**src/rtl/sigmoid_arb_pkg.sv**
```systemverilog
// Shared definitions for the sigmoid round-robin scheduler: FSM encoding,
// IEEE-754 constants and the requester index width helper.
package sigmoid_arb_pkg;

  typedef enum logic [1:0] {
    ST_IDLE  = 2'd0,
    ST_CLR   = 2'd1,
    ST_START = 2'd2,
    ST_WAIT  = 2'd3
  } state_e;

  localparam logic [31:0] FP_ONE  = 32'h3F80_0000;
  localparam logic [31:0] FP_QNAN = 32'h7FC0_0000;

  // Width of a requester index; never narrower than one bit.
  function automatic int idx_width(input int n);
    return (n > 1) ? $clog2(n) : 1;
  endfunction

endpackage

```
**src/rtl/sigmoid_arb_rr_pick.sv**
```systemverilog
// Combinational round-robin picker: starting at ptr and wrapping, grants
// the first set bit of elig. Produces a one-hot grant and its index.
module rr_pick #(
  parameter int N  = 4,
  parameter int IW = 2
) (
  input  logic [N-1:0]  elig,
  input  logic [IW-1:0] ptr,
  output logic [N-1:0]  grant,
  output logic [IW-1:0] idx,
  output logic          any
);

  // Scan N candidates in rotated order; the first eligible one wins.
  always_comb begin
    int c;
    logic [IW-1:0] ci;
    grant = '0;
    idx   = '0;
    any   = 1'b0;
    c     = 0;
    ci    = '0;
    for (int k = 0; k < N; k++) begin
      c  = (int'(ptr) + k) % N;
      ci = IW'(c);
      if (!any && elig[ci]) begin
        any       = 1'b1;
        grant[ci] = 1'b1;
        idx       = ci;
      end
    end
  end

endmodule

```
**src/rtl/sigmoid_arb.sv**
```systemverilog
// Shares one sigmoid core among NREQ requesters. One op in flight at a time:
// IDLE picks a requester, CLR resets the core, START pulses it, WAIT collects
// the result (or a quiet NaN on timeout) into that requester's response slot.
module sigmoid_arb
  import sigmoid_arb_pkg::*;
#(
  parameter int NREQ    = 4,
  parameter int W       = 32,
  parameter int TIMEOUT = 255
) (
  input  logic              clk,
  input  logic              res,
  input  logic [NREQ-1:0]   req_valid,
  output logic [NREQ-1:0]   req_ready,
  input  logic [NREQ*W-1:0] req_num,
  output logic [NREQ-1:0]   rsp_valid,
  input  logic [NREQ-1:0]   rsp_ready,
  output logic [NREQ*W-1:0] rsp_sig,
  output logic [NREQ-1:0]   rsp_err,
  output logic              act_clr,
  output logic              act_start,
  output logic [W-1:0]      act_num,
  input  logic              act_done,
  input  logic [W-1:0]      act_sig,
  output logic              busy
);

  localparam int IW = idx_width(NREQ);
  localparam int CW = (TIMEOUT > 0) ? $clog2(TIMEOUT + 1) : 1;

  state_e          state_reg, state_next;
  logic [IW-1:0]   rr_reg, idx_reg;
  logic [W-1:0]    act_num_reg;
  logic [CW-1:0]   cnt_reg;
  logic [NREQ-1:0] rsp_valid_reg, rsp_err_reg;
  logic [W-1:0]    rsp_sig_reg [NREQ];
  logic [W-1:0]    req_num_arr [NREQ];

  logic [NREQ-1:0] elig, grant;
  logic [IW-1:0]   pick_idx;
  logic            pick_any;
  logic            accept, done_hit, tmo_hit, finish;

  rr_pick #(.N(NREQ), .IW(IW)) u_pick (
    .elig  (elig),
    .ptr   (rr_reg),
    .grant (grant),
    .idx   (pick_idx),
    .any   (pick_any)
  );

  assign accept   = (state_reg == ST_IDLE) && pick_any;
  assign done_hit = (state_reg == ST_WAIT) && act_done;
  assign tmo_hit  = (state_reg == ST_WAIT) && !act_done && (cnt_reg == CW'(TIMEOUT));
  assign finish   = done_hit || tmo_hit;

  // Next-state logic: fixed CLR/START sequence, WAIT ends on done or timeout.
  always_comb begin
    state_next = state_reg;
    case (state_reg)
      ST_IDLE:  if (accept) state_next = ST_CLR;
      ST_CLR:   state_next = ST_START;
      ST_START: state_next = ST_WAIT;
      ST_WAIT:  if (finish) state_next = ST_IDLE;
      default:  state_next = ST_IDLE;
    endcase
  end

  // Control registers: state, pointer, latched operand/index, wait counter.
  always_ff @(posedge clk) begin
    if (!res) begin
      state_reg   <= ST_IDLE;
      rr_reg      <= '0;
      idx_reg     <= '0;
      act_num_reg <= '0;
      cnt_reg     <= '0;
    end else begin
      state_reg <= state_next;
      if (accept) begin
        idx_reg     <= pick_idx;
        act_num_reg <= req_num_arr[pick_idx];
        rr_reg      <= (pick_idx == IW'(NREQ - 1)) ? '0 : pick_idx + 1'b1;
      end
      if (state_reg == ST_START) cnt_reg <= '0;
      else if (state_reg == ST_WAIT) cnt_reg <= cnt_reg + 1'b1;
    end
  end

  genvar gi;
  generate
    for (gi = 0; gi < NREQ; gi++) begin : g_req
      assign req_num_arr[gi]       = req_num[gi*W +: W];
      // A slot holding an unconsumed result is not offered a new op.
      assign elig[gi]              = req_valid[gi] && !rsp_valid_reg[gi];
      assign req_ready[gi]         = (state_reg == ST_IDLE) && grant[gi];
      assign rsp_sig[gi*W +: W]    = rsp_sig_reg[gi];

      // Per-requester response slot: filled at op end, emptied on handshake.
      always_ff @(posedge clk) begin
        if (!res) begin
          rsp_valid_reg[gi] <= 1'b0;
          rsp_err_reg[gi]   <= 1'b0;
          rsp_sig_reg[gi]   <= '0;
        end else if (finish && (idx_reg == IW'(gi))) begin
          rsp_valid_reg[gi] <= 1'b1;
          rsp_err_reg[gi]   <= tmo_hit;
          rsp_sig_reg[gi]   <= done_hit ? act_sig : W'(FP_QNAN);
        end else if (rsp_valid_reg[gi] && rsp_ready[gi]) begin
          rsp_valid_reg[gi] <= 1'b0;
        end
      end
    end
  endgenerate

  // The core is held in reset whenever this block is, and pulsed in CLR.
  assign act_clr   = res && (state_reg != ST_CLR);
  assign act_start = (state_reg == ST_START);
  assign act_num   = act_num_reg;
  assign busy      = (state_reg != ST_IDLE);
  assign rsp_valid = rsp_valid_reg;
  assign rsp_err   = rsp_err_reg;

endmodule

```
**config.mk**
```make
export PLATFORM = sky130hd
export DESIGN_NAME = sigmoid_arb
export DESIGN_NICKNAME = d
export VERILOG_FILES = /design/src/rtl/sigmoid_arb_pkg.sv /design/src/rtl/sigmoid_arb_rr_pick.sv /design/src/rtl/sigmoid_arb.sv
export SDC_FILE = /design/constraint.sdc
export NUM_CORES = 1
export LEC_CHECK = 0
export CORE_MARGIN = 8
export CORE_UTILIZATION = 47
export CTS_BUF_LIST = sky130_fd_sc_hd__clkbuf_4 sky130_fd_sc_hd__clkbuf_8
export CTS_CLUSTER_SIZE = 20
export DETAILED_ROUTE_END_ITERATION = 12
export PLACE_DENSITY = 0.9
export SYNTH_ARGS = -nofsm -noshare
export SYNTH_HDL_FRONTEND = slang
export SYNTH_HIERARCHICAL = 1
export SYNTH_SLANG_ARGS = --single-unit
```
**constraint.sdc**
```tcl
create_clock -name clk -period 11.15 [get_ports clk]
set_input_delay 2.23 -clock clk [delete_from_list [all_inputs] [get_ports clk]]
set_output_delay 2.23 -clock clk [all_outputs]
set_load 0.01 [all_outputs]
```
==> results of run 1 <==
==> worst paths after layout <==
| kind | to | cells past startpoint |
|---|---|---|
| setup reg to reg | act_num[8]$_SDFFE_PN0P_ | 10 |
| hold reg to reg | act_num[15]$_SDFFE_PN0P_ | 2 |
| setup / recovery | req_ready[1] | 8 |
| hold / removal | act_num[15]$_SDFFE_PN0P_ | 2 |
==> layout by cell type (no fill, tap or decap), types with 3 or more instances in the layout <==
cell type        count
xor2_1               3
inv_1                7
nor2b_1              5
nand3_1              3
o21ai_0             11
clkdlybuf4s50_1    345
ha_1                12
buf_4               12
diode_2              4
nor2_1              52
mux4_2              34
nor3_1               3
clkinv_4             5
and2_1             100
a21oi_1             50
edfxtp_1           128
dfxtp_1             54
a22oi_1              9
clkinv_8             4
inv_8                4
o21ai_4              3
o22ai_1              4
clkbuf_8            17
nand2_1             87
nand2b_1             4
==> stage by stage <==
| stage | util (%) | hold WS, ns | instance area, um2 |
|---|---|---|---|
| finish | 71.51 | 0.4575 | 12200 |
| global placement | 69.12 | 0.4409 | 11790 |
| CTS | 71.45 | 0.4591 | 12190 |
| detailed placement | 69.12 | 0.4457 | 11790 |
| global route | 71.51 | 0.4741 | 12200 |
| floorplan | - | 0.4710 | 8087 |
==> critical path: stages <==
cell and delay, ns:
clkdlybuf4s50_1 0.39, nor2b_1 0.18, mux4_2 0.65, nor4b_4 0.44, a22oi_1 0.13, o21ai_0 0.12
and2_1 0.15, clkdlybuf4s50_1 0.53
==> cell families after synthesis <==
family	count (synthesis)
and+or+nand+nor	269
DFF	182
AOI/OAI and AO/OA	88
buffers and inverters	48
muxes	40
adders and majority gates	12
xor gates and xnor gates	5
==> routing by layer <==
metal,GRT usage (%),up-vias,part of all wire [%]
met3,9.935,43,12
met2,41.81,408,51
met4,10.30,0,3.1
met5,0,-,0
li1,-,2973,-
met1,25.18,3159,34
==> cell type report <==
| cell class | count | area (um2) | area share [%] |
|---|---|---|---|
| Timing Repair Buffer | 357 | 3543 | 29.05 |
| Antenna cell | 4 | 10.01 | 0.08207 |
| Clock inverter | 14 | 162.7 | 1.334 |
| Clock buffer | 17 | 234.0 | 1.918 |
| Multi-Input combinational cell | 414 | 3010 | 24.68 |
| Inverter | 8 | 30.03 | 0.2462 |
| Sequential cell | 182 | 4925 | 40.38 |
| Tap cell | 225 | 281.5 | 2.308 |
==> power groups by stage <==
stage	combinational [mW]	clock (mW)	sequential (mW)
final	1.05	0.433	0.874
after global routing	1.13	0.466	0.886
after CTS	1.05	0.440	0.873
after detailed placement	1.05	0	0.889
after global placement	1.02	0	0.883
after floorplan	0.643	0	0.908
==> run_results.csv, run 1 <==
group,metric,value,unit
power,cellPowerDensity,193.2,mW/mm2
sta,hold_viol,0,
floorplan,die_x,147.2,um
setup_path,r2r-start,"rr_reg[0]$_SDFFE_PN0P_",
sta,fin_crit_sh,63.37,%
setup_path,cp.arrival,4.84,ns
power,total_power,2.356,mW
logic_synthesis,synthSimpleGateAreaFrac,17.13,%
final_layout,drive_above_1_share,9.677,%
detailed_routing,ant_nets,0,
logic_synthesis,synthArstFlopShare,0,%
global_route,grt_pass1_vias,6705,
setup_path,cp-start-kind,"input pin",
sta,maxSlewHeadroom,23.40,%
logic_synthesis,synth_top_family_by_area,"simple AND/OR/NAND/NOR gates",
logic_synthesis,synth_fa_ha_area_share,1.857,%
clock_tree,clock_sinks,182,
global_route,antenna_found_initial,4,
detailed_routing,wl_per_cell,22.09,um
logic_synthesis,synth_seq_cells,182,
clock_tree,cts_hold_buf,0,
power,p_sw,843.2,uW
setup_path,cp_data_required_time,8.92,ns
min_path,worstHoldPathType,"reg2reg",
global_route,grt_max_degree,43,
floorplan,ioPinCount,346,
sta,period_needed,7.066,ns
global_route,track_usage,24.06,%
floorplan,initial_core_util,47.41,%
setup_path,critPathKind,"in2out",
power,p_clk_share,18.4,%
power,swShare,35.79,%
placement,gp_congestion,0.8345,
logic_synthesis,synth-xor-area-share,0.5415,%
logic_synthesis,synth-warning-count,6,
setup_path,cp-end-kind,"primary output",
logic_synthesis,synth_cells,644,
setup_path,reg2reg_slack,7.30,ns
clock_tree,cts_buffers,17,
detailed_routing,initialDrtViolationCount,410,
detailed_routing,routed_wl,26.97,mm
logic_synthesis,synth.area.top_cells,"edfxtp_1, dfxtp_1, mux4_2",
min_path,holdCritStartpoint,"act_num[15]$_SDFFE_PN0P_",
clock_tree,cts_setup_buffers,0,
logic_synthesis,synth_edf_count,128,
logic_synthesis,synth_top_area_cell,"edfxtp_1",
final_layout,nNetsFinal,1163,
logic_synthesis,ys_seq_area_share,60.90,%
sta,setup_ws,4.085,ns
sta,slew_viol_final,0,
run_status,status,"finished, final reports clean",
sta,tightest_slew,1.145,ns
detailed_routing,routed_via_density,5.391,
logic_synthesis,yosys-top-cells-count,"edfxtp_1, and2_1, nand2_1, dfxtp_1, nor2_1",
power,p_int,1.513,mW
floorplan,core,0.01706,mm2
detailed_routing,drc,0,
final_layout,largest_reg_flops,128,
sta,finalSetupTns,0,ns
final_layout,stdcell_count,1221,
power,pwr-share-comb,44.5,%
logic_synthesis,synth_top_area_share,47.53,%
detailed_routing,via_count,6583,
placement,place_hpwl,20.74,mm
detailed_routing,first_pass_iters,5,
logic_synthesis,syn-num-nets,827,
logic_synthesis,synthesis.area,0.008087,mm2
power,power_frac_seq,37.1,%
sta,rsz0062_at_grt,"false",
logic_synthesis,synth_area_per_cell,12.56,um2
power,leakage,4.368,nW
placement,placedCellCount,1186,
power,irDropWorstVdd,138.7,uV
clock_tree,htreeDepth,4,
clock_tree,path_clk_slew,0.10,ns
sta,max_freq,0.1415,GHz
run,drv_cap,0,
clock_tree,cts_resized,0,
logic_synthesis,synth_mux_area_share,10.65,%
setup_path,cp_max_fo,13,
clock_tree,ctsRootBufferMaster,"clkbuf_8",
logic_synthesis,synth_compound_gate_area_share,6.174,%
final_layout,area_growth,50.83,%
clock_tree,cts_tree,"built",
sta,setup_violations,0,
floorplan,std_cell_rows,48,
setup_path,critPathLaunch,"req_valid[3]",
logic_synthesis,synthFlopType,"edfxtp_1",
global_route,grt_overflow,0,
clock_tree,cts_buffer_depth,2,
logic_synthesis,synth.most_common_cell,"edfxtp_1",
global_route,grt_pass1_wl,39.45,mm
logic_synthesis,ys_types,45,
final_layout,fillCellCount,1142,
placement,place_ws,4.114,ns
placement,io_buffers,345,
clock_tree,clock_latency,0.46,ns
floorplan,die_y,147.2,um
sta,skew,0.01543,ns
floorplan,dieArea,0.02166,mm2
Power figures use the tool's default switching activity.
==> run 2: changes to the inputs <==
Settings changed: CORE_UTILIZATION 47 to 44, PLACE_DENSITY 0.9 to 0.85.
Clock period 11.15 ns to 6.75 ns, I/O delays scaled along.
==> run 2 against run 1 <==
Final cell count rose by 0.49%. Critical path depth did not move. Die area rose by 6.1%. Combinational power rose by 62%. Critical path type unchanged. Highest routed layer unchanged.
==> run_results.csv, run 2 (synthesized netlist as in run 1, its figures left out) <==
group,metric,value,unit
global_route,antenna_found_initial,5,
placement,io_buffers,345,
final_layout,mostFrequentLayoutCells,"clkdlybuf4s50_1, edfxtp_1, and2_1",
clock_tree,ctsRootBufferMaster,"clkbuf_8",
placement,gp_congestion,0.8424,
final_layout,final_common_cell,"clkdlybuf4s50_1",
sta,skew,0.02403,ns
sta,maxSlewHeadroom,17.44,%
detailed_routing,routed_via_density,5.289,
setup_path,cp-start-kind,"input pin",
setup_path,path_cells,"clkdlybuf4s50_1 -> nor2b_1 -> mux4_2 -> nor4b_4 -> a22oi_1 -> o21ai_0 -> and2_1 -> clkdlybuf4s50_1",
setup_path,cpPeakStageDelay,0.65,ns
placement,placed_area,0.01180,mm2
power,cellPowerDensity,318.6,mW/mm2
setup_path,cp_data_required_time,5.40,ns
sta,fin_crit_sh,77.75,%
floorplan,initial_core_util,44.86,%
setup_path,critPathKind,"in2out",
setup_path,crit_slowest_cell,"mux4_2",
power,leakage,4.365,nW
setup_path,cp.arrival,3.90,ns
detailed_routing,routed_wl,26.79,mm
clock_tree,cts_buffer_depth,2,
final_layout,nNetsFinal,1163,
final_layout,area_growth,50.92,%
clock_tree,clock_latency,0.46,ns
final_layout,drive_above_1_share,9.768,%
detailed_routing,drc,0,
global_route,grt_max_degree,36,
sta,max_freq,0.1905,GHz
clock_tree,clock_sinks,182,
floorplan,core,0.01802,mm2
global_route,grt_overflow,0,
sta,tightest_slew,1.238,ns
detailed_routing,initialDrtViolationCount,302,
clock_tree,cts_hold_buf,0,
floorplan,dieArea,0.02297,mm2
floorplan,ioPinCount,346,
final_layout,fillCellCount,1311,
sta,setup_violations,0,
min_path,worstHoldPathType,"reg2reg",
sta,rsz0062_at_grt,"false",
sta,slew_viol_final,0,
floorplan,std_cell_rows,49,
final_layout,final_area,0.01220,mm2
detailed_routing,first_pass_iters,5,
setup_path,crit_buf_inv,2,
floorplan,die_y,151.6,um
final_layout,stdcell_count,1227,
floorplan,die_x,151.6,um
global_route,grt_pass1_vias,6741,
run_status,status,"finished, final reports clean",
power,irDropWorstVdd,231.9,uV
detailed_routing,ant_nets,0,
placement,placedCellCount,1190,
setup_path,cp_max_fo,13,
global_route,track_usage,22.93,%
setup_path,cp-end-kind,"primary output",
detailed_routing,wl_per_cell,21.83,um
power,total_power,3.888,mW
global_route,grt_pass1_wl,39.49,mm
sta,finalSetupTns,0,ns
sta,hold_viol,0,
run,drv_cap,0,
setup_path,cp_common_cell,"clkdlybuf4s50_1",
final_layout,largest_reg_flops,128,
setup_path,cpLargestDelayFamily,"buffers and inverters",
clock_tree,cts_setup_buffers,0,
clock_tree,cts_tree,"built",
clock_tree,htreeDepth,4,
clock_tree,cts_resized,0,
clock_tree,cts_buffers,17,
sta,period_needed,5.248,ns
clock_tree,path_clk_slew,0.09,ns
placement,place_hpwl,20.64,mm
detailed_routing,via_count,6489,
[run 2: final cells by class]
class	instances	area [um2]	area share, %
flip-flops and latches	182	4925	40.35
well taps	229	286.5	2.348
diodes	5	12.51	0.1025
multi-input cells	414	3010	24.67
clock inverters	14	155.1	1.271
repair buffers	357	3543	29.03
clock buffers	18	241.5	1.979
inverters	8	30.03	0.2461
[run 2: metrics by stage]
step	utilization, %	setup slack, ns	hold WS, ns
2_1_floorplan	-	2.046	0.4710
6_report	67.71	1.502	0.4584
4_1_cts	67.64	1.509	0.4602
5_1_grt	67.71	1.329	0.4726
3_3_place_gp	65.44	1.595	0.4405
3_5_place_dp	65.44	1.514	0.4462
[run 2: final timing paths]
kind                             endpoint               startpoint  slack (ns)  cells past startpoint
hold / removal    act_num[2]$_SDFFE_PN0P_  act_num[2]$_SDFFE_PN0P_        0.46                      2
setup / recovery             req_ready[3]             req_valid[3]        1.50                      8
setup reg to reg  act_num[6]$_SDFFE_PN0P_   rr_reg[0]$_SDFFE_PN0P_        2.93                     10
hold reg to reg   act_num[2]$_SDFFE_PN0P_  act_num[2]$_SDFFE_PN0P_        0.46                      2
[run 2: power by group]
| part | leakage, nW | switching, mW | internal, mW |
|---|---|---|---|
| clock network | 0.196 | 0.451 | 0.284 |
| logic | 2.40 | 0.829 | 0.875 |
| registers | 1.76 | 0.105 | 1.34 |
[run 2: worst register-to-register path: cells and delay by family, from the launching register on]
family          cells  cell delay (ns)
buf+inv             2             0.70
mux                 2             1.09
fa+ha+maj           1             0.42
flops               1             0.76
simple gates        2             0.40
compound gates      3             0.34
[run 2: routing by layer]
metal | routed length (um) | global-route usage [%]
met1 | 9298 | 24.91
met2 | 13430 | 39.40
met3 | 3481 | 8.999
met4 | 578 | 9.456
met5 | 0 | 0
==> run 3: changes to the inputs <==
Clock period 6.75 ns to 4.9 ns, I/O delays scaled along.
==> run 3 against run 2 <==
Routed wire length increased by 1.5%. Clock-buffer cell count unchanged. Final cell count is 0.33% higher. Utilization rose by 0.24 points. Total power rose by 38%. First-iteration DRC count is 12% higher. Clock power is 36% higher. Combinational power rose by 40%. Critical path depth stayed put. Critical endpoint is now req_ready[1].
==> run_results.csv, run 3 (synthesized netlist as in run 1, its figures left out) <==
group,metric,value,unit
global_route,grt_overflow,0,
detailed_routing,via_count,6573,
placement,placedCellCount,1193,
detailed_routing,first_pass_iters,5,
global_route,antenna_found_initial,5,
setup_path,cp_data_required_time,3.92,ns
final_layout,area_growth,51.45,%
detailed_routing,wl_met3,3.533,mm
detailed_routing,wl_met2,13.75,mm
power,cellPowerDensity,438.9,mW/mm2
sta,tightest_slew,0.9832,ns
final_layout,drive_above_1_share,10.04,%
floorplan,ioPinCount,346,
floorplan,die_x,151.6,um
floorplan,core,0.01802,mm2
detailed_routing,initialDrtViolationCount,337,
global_route,grt_pass1_vias,6734,
detailed_routing,wl_per_cell,22.08,um
final_layout,mostFrequentLayoutCells,"clkdlybuf4s50_1, edfxtp_1, and2_1",
setup_path,critPathKind,"in2out",
clock_tree,cts_buffer_depth,2,
floorplan,die_y,151.6,um
placement,place_hpwl,20.67,mm
floorplan,dieArea,0.02297,mm2
setup_path,cp.arrival,3.52,ns
sta,finalSetupTns,0,ns
clock_tree,cts_hold_buf,0,
detailed_routing,routed_wl,27.18,mm
run,drv_cap,0,
final_layout,regArea,0.004925,mm2
floorplan,std_cell_rows,49,
final_layout,multi_input_area,0.003010,mm2
sta,hold_viol,0,
clock_tree,htreeDepth,4,
setup_path,cp-end-kind,"primary output",
sta,setup_violations,0,
final_layout,nNetsFinal,1166,
setup_path,cp-start-kind,"input pin",
global_route,grt_pass1_wl,39.22,mm
power,leakage,4.385,nW
floorplan,initial_core_util,44.86,%
clock_tree,cts_resized,0,
clock_tree,cts_tree,"built",
sta,rsz0062_at_grt,"false",
sta,maxSlewHeadroom,34.21,%
clock_tree,path_clk_slew,0.10,ns
placement,io_buffers,345,
detailed_routing,ant_nets,0,
run_status,status,"finished, final reports clean",
final_layout,final_common_cell,"clkdlybuf4s50_1",
global_route,track_usage,22.95,%
sta,slew_viol_final,0,
clock_tree,clock_sinks,182,
final_layout,largest_reg_flops,128,
clock_tree,ctsRootBufferMaster,"clkbuf_8",
clock_tree,cts_buffers,17,
sta,fin_crit_sh,91.79,%
clock_tree,cts_setup_buffers,0,
detailed_routing,dr.max_layer_used,"met4",
final_layout,fillCellCount,1302,
power,irDropWorstVdd,399.7,uV
global_route,grt_max_degree,43,
clock_tree,clock_latency,0.46,ns
sta,skew,0.02263,ns
final_layout,stdcell_count,1231,
sta,period_needed,4.498,ns
setup_path,cp_max_fo,13,
sta,max_freq,0.2223,GHz
detailed_routing,routed_via_density,5.340,
placement,gp_congestion,0.8547,
min_path,worstHoldPathType,"reg2reg",
detailed_routing,wl_met1,9.288,mm
detailed_routing,drc,0,
## run 3: area by class of cell
class | count | share of cell area [%]
antenna | 6 | 0.1226
clock buffer | 18 | 1.972
clock inverter | 14 | 1.308
inverter | 8 | 0.2452
multi-input combinational | 414 | 24.58
sequential | 182 | 40.21
tap | 229 | 2.340
timing repair buffer | 360 | 29.22
## run 3: report_power, final
group / leakage [nW] / internal [mW] / switching [mW]
clock network: 0.196 / 0.391 / 0.612
registers: 1.76 / 1.85 / 0.145
logic: 2.42 / 1.23 / 1.14
total: 4.38 / 3.47 / 1.90
## run 3: through the flow
stage / utilization (%) / area, um2 / total power [mW] / hold WS [ns] / setup slack (ns)
2_1_floorplan: - / 8087 / 3.530 / 0.4710 / 0.5660
3_3_place_gp: 65.63 / 11830 / 4.354 / 0.4404 / 0.4853
3_5_place_dp: 65.63 / 11830 / 4.406 / 0.4465 / 0.4116
4_1_cts: 67.86 / 12230 / 5.409 / 0.4599 / 0.3964
5_1_grt: 67.93 / 12240 / 5.685 / 0.4782 / 0.1847
6_report: 67.94 / 12250 / 5.375 / 0.4564 / 0.4025
## run 3: worst max-delay path, stage by stage
cell,delay (ns)
clkdlybuf4s50_1,0.40
nor2b_1,0.18
mux4_2,0.64
nor4b_4,0.44
a22oi_1,0.11
o21ai_0,0.09
and2_1,0.14
clkdlybuf4s50_1,0.53
## run 3: worst paths after layout
path / startpoint / endpoint / slack [ns] / depth (start not counted)
setup / recovery: req_valid[3] / req_ready[1] / 0.40 / 8
hold reg to reg: act_num[24]$_SDFFE_PN0P_ / act_num[24]$_SDFFE_PN0P_ / 0.46 / 2
hold / removal: act_num[24]$_SDFFE_PN0P_ / act_num[24]$_SDFFE_PN0P_ / 0.46 / 2
setup reg to reg: rr_reg[0]$_SDFFE_PN0P_ / act_num[0]$_SDFFE_PN0P_ / 1.20 / 9
## run 3: per-layer routing
layer,vias up,track usage [%]
met5,-,0
met4,0,8.623
met3,29,9.029
met2,408,39.93
met1,3154,24.81
li1,2982,-
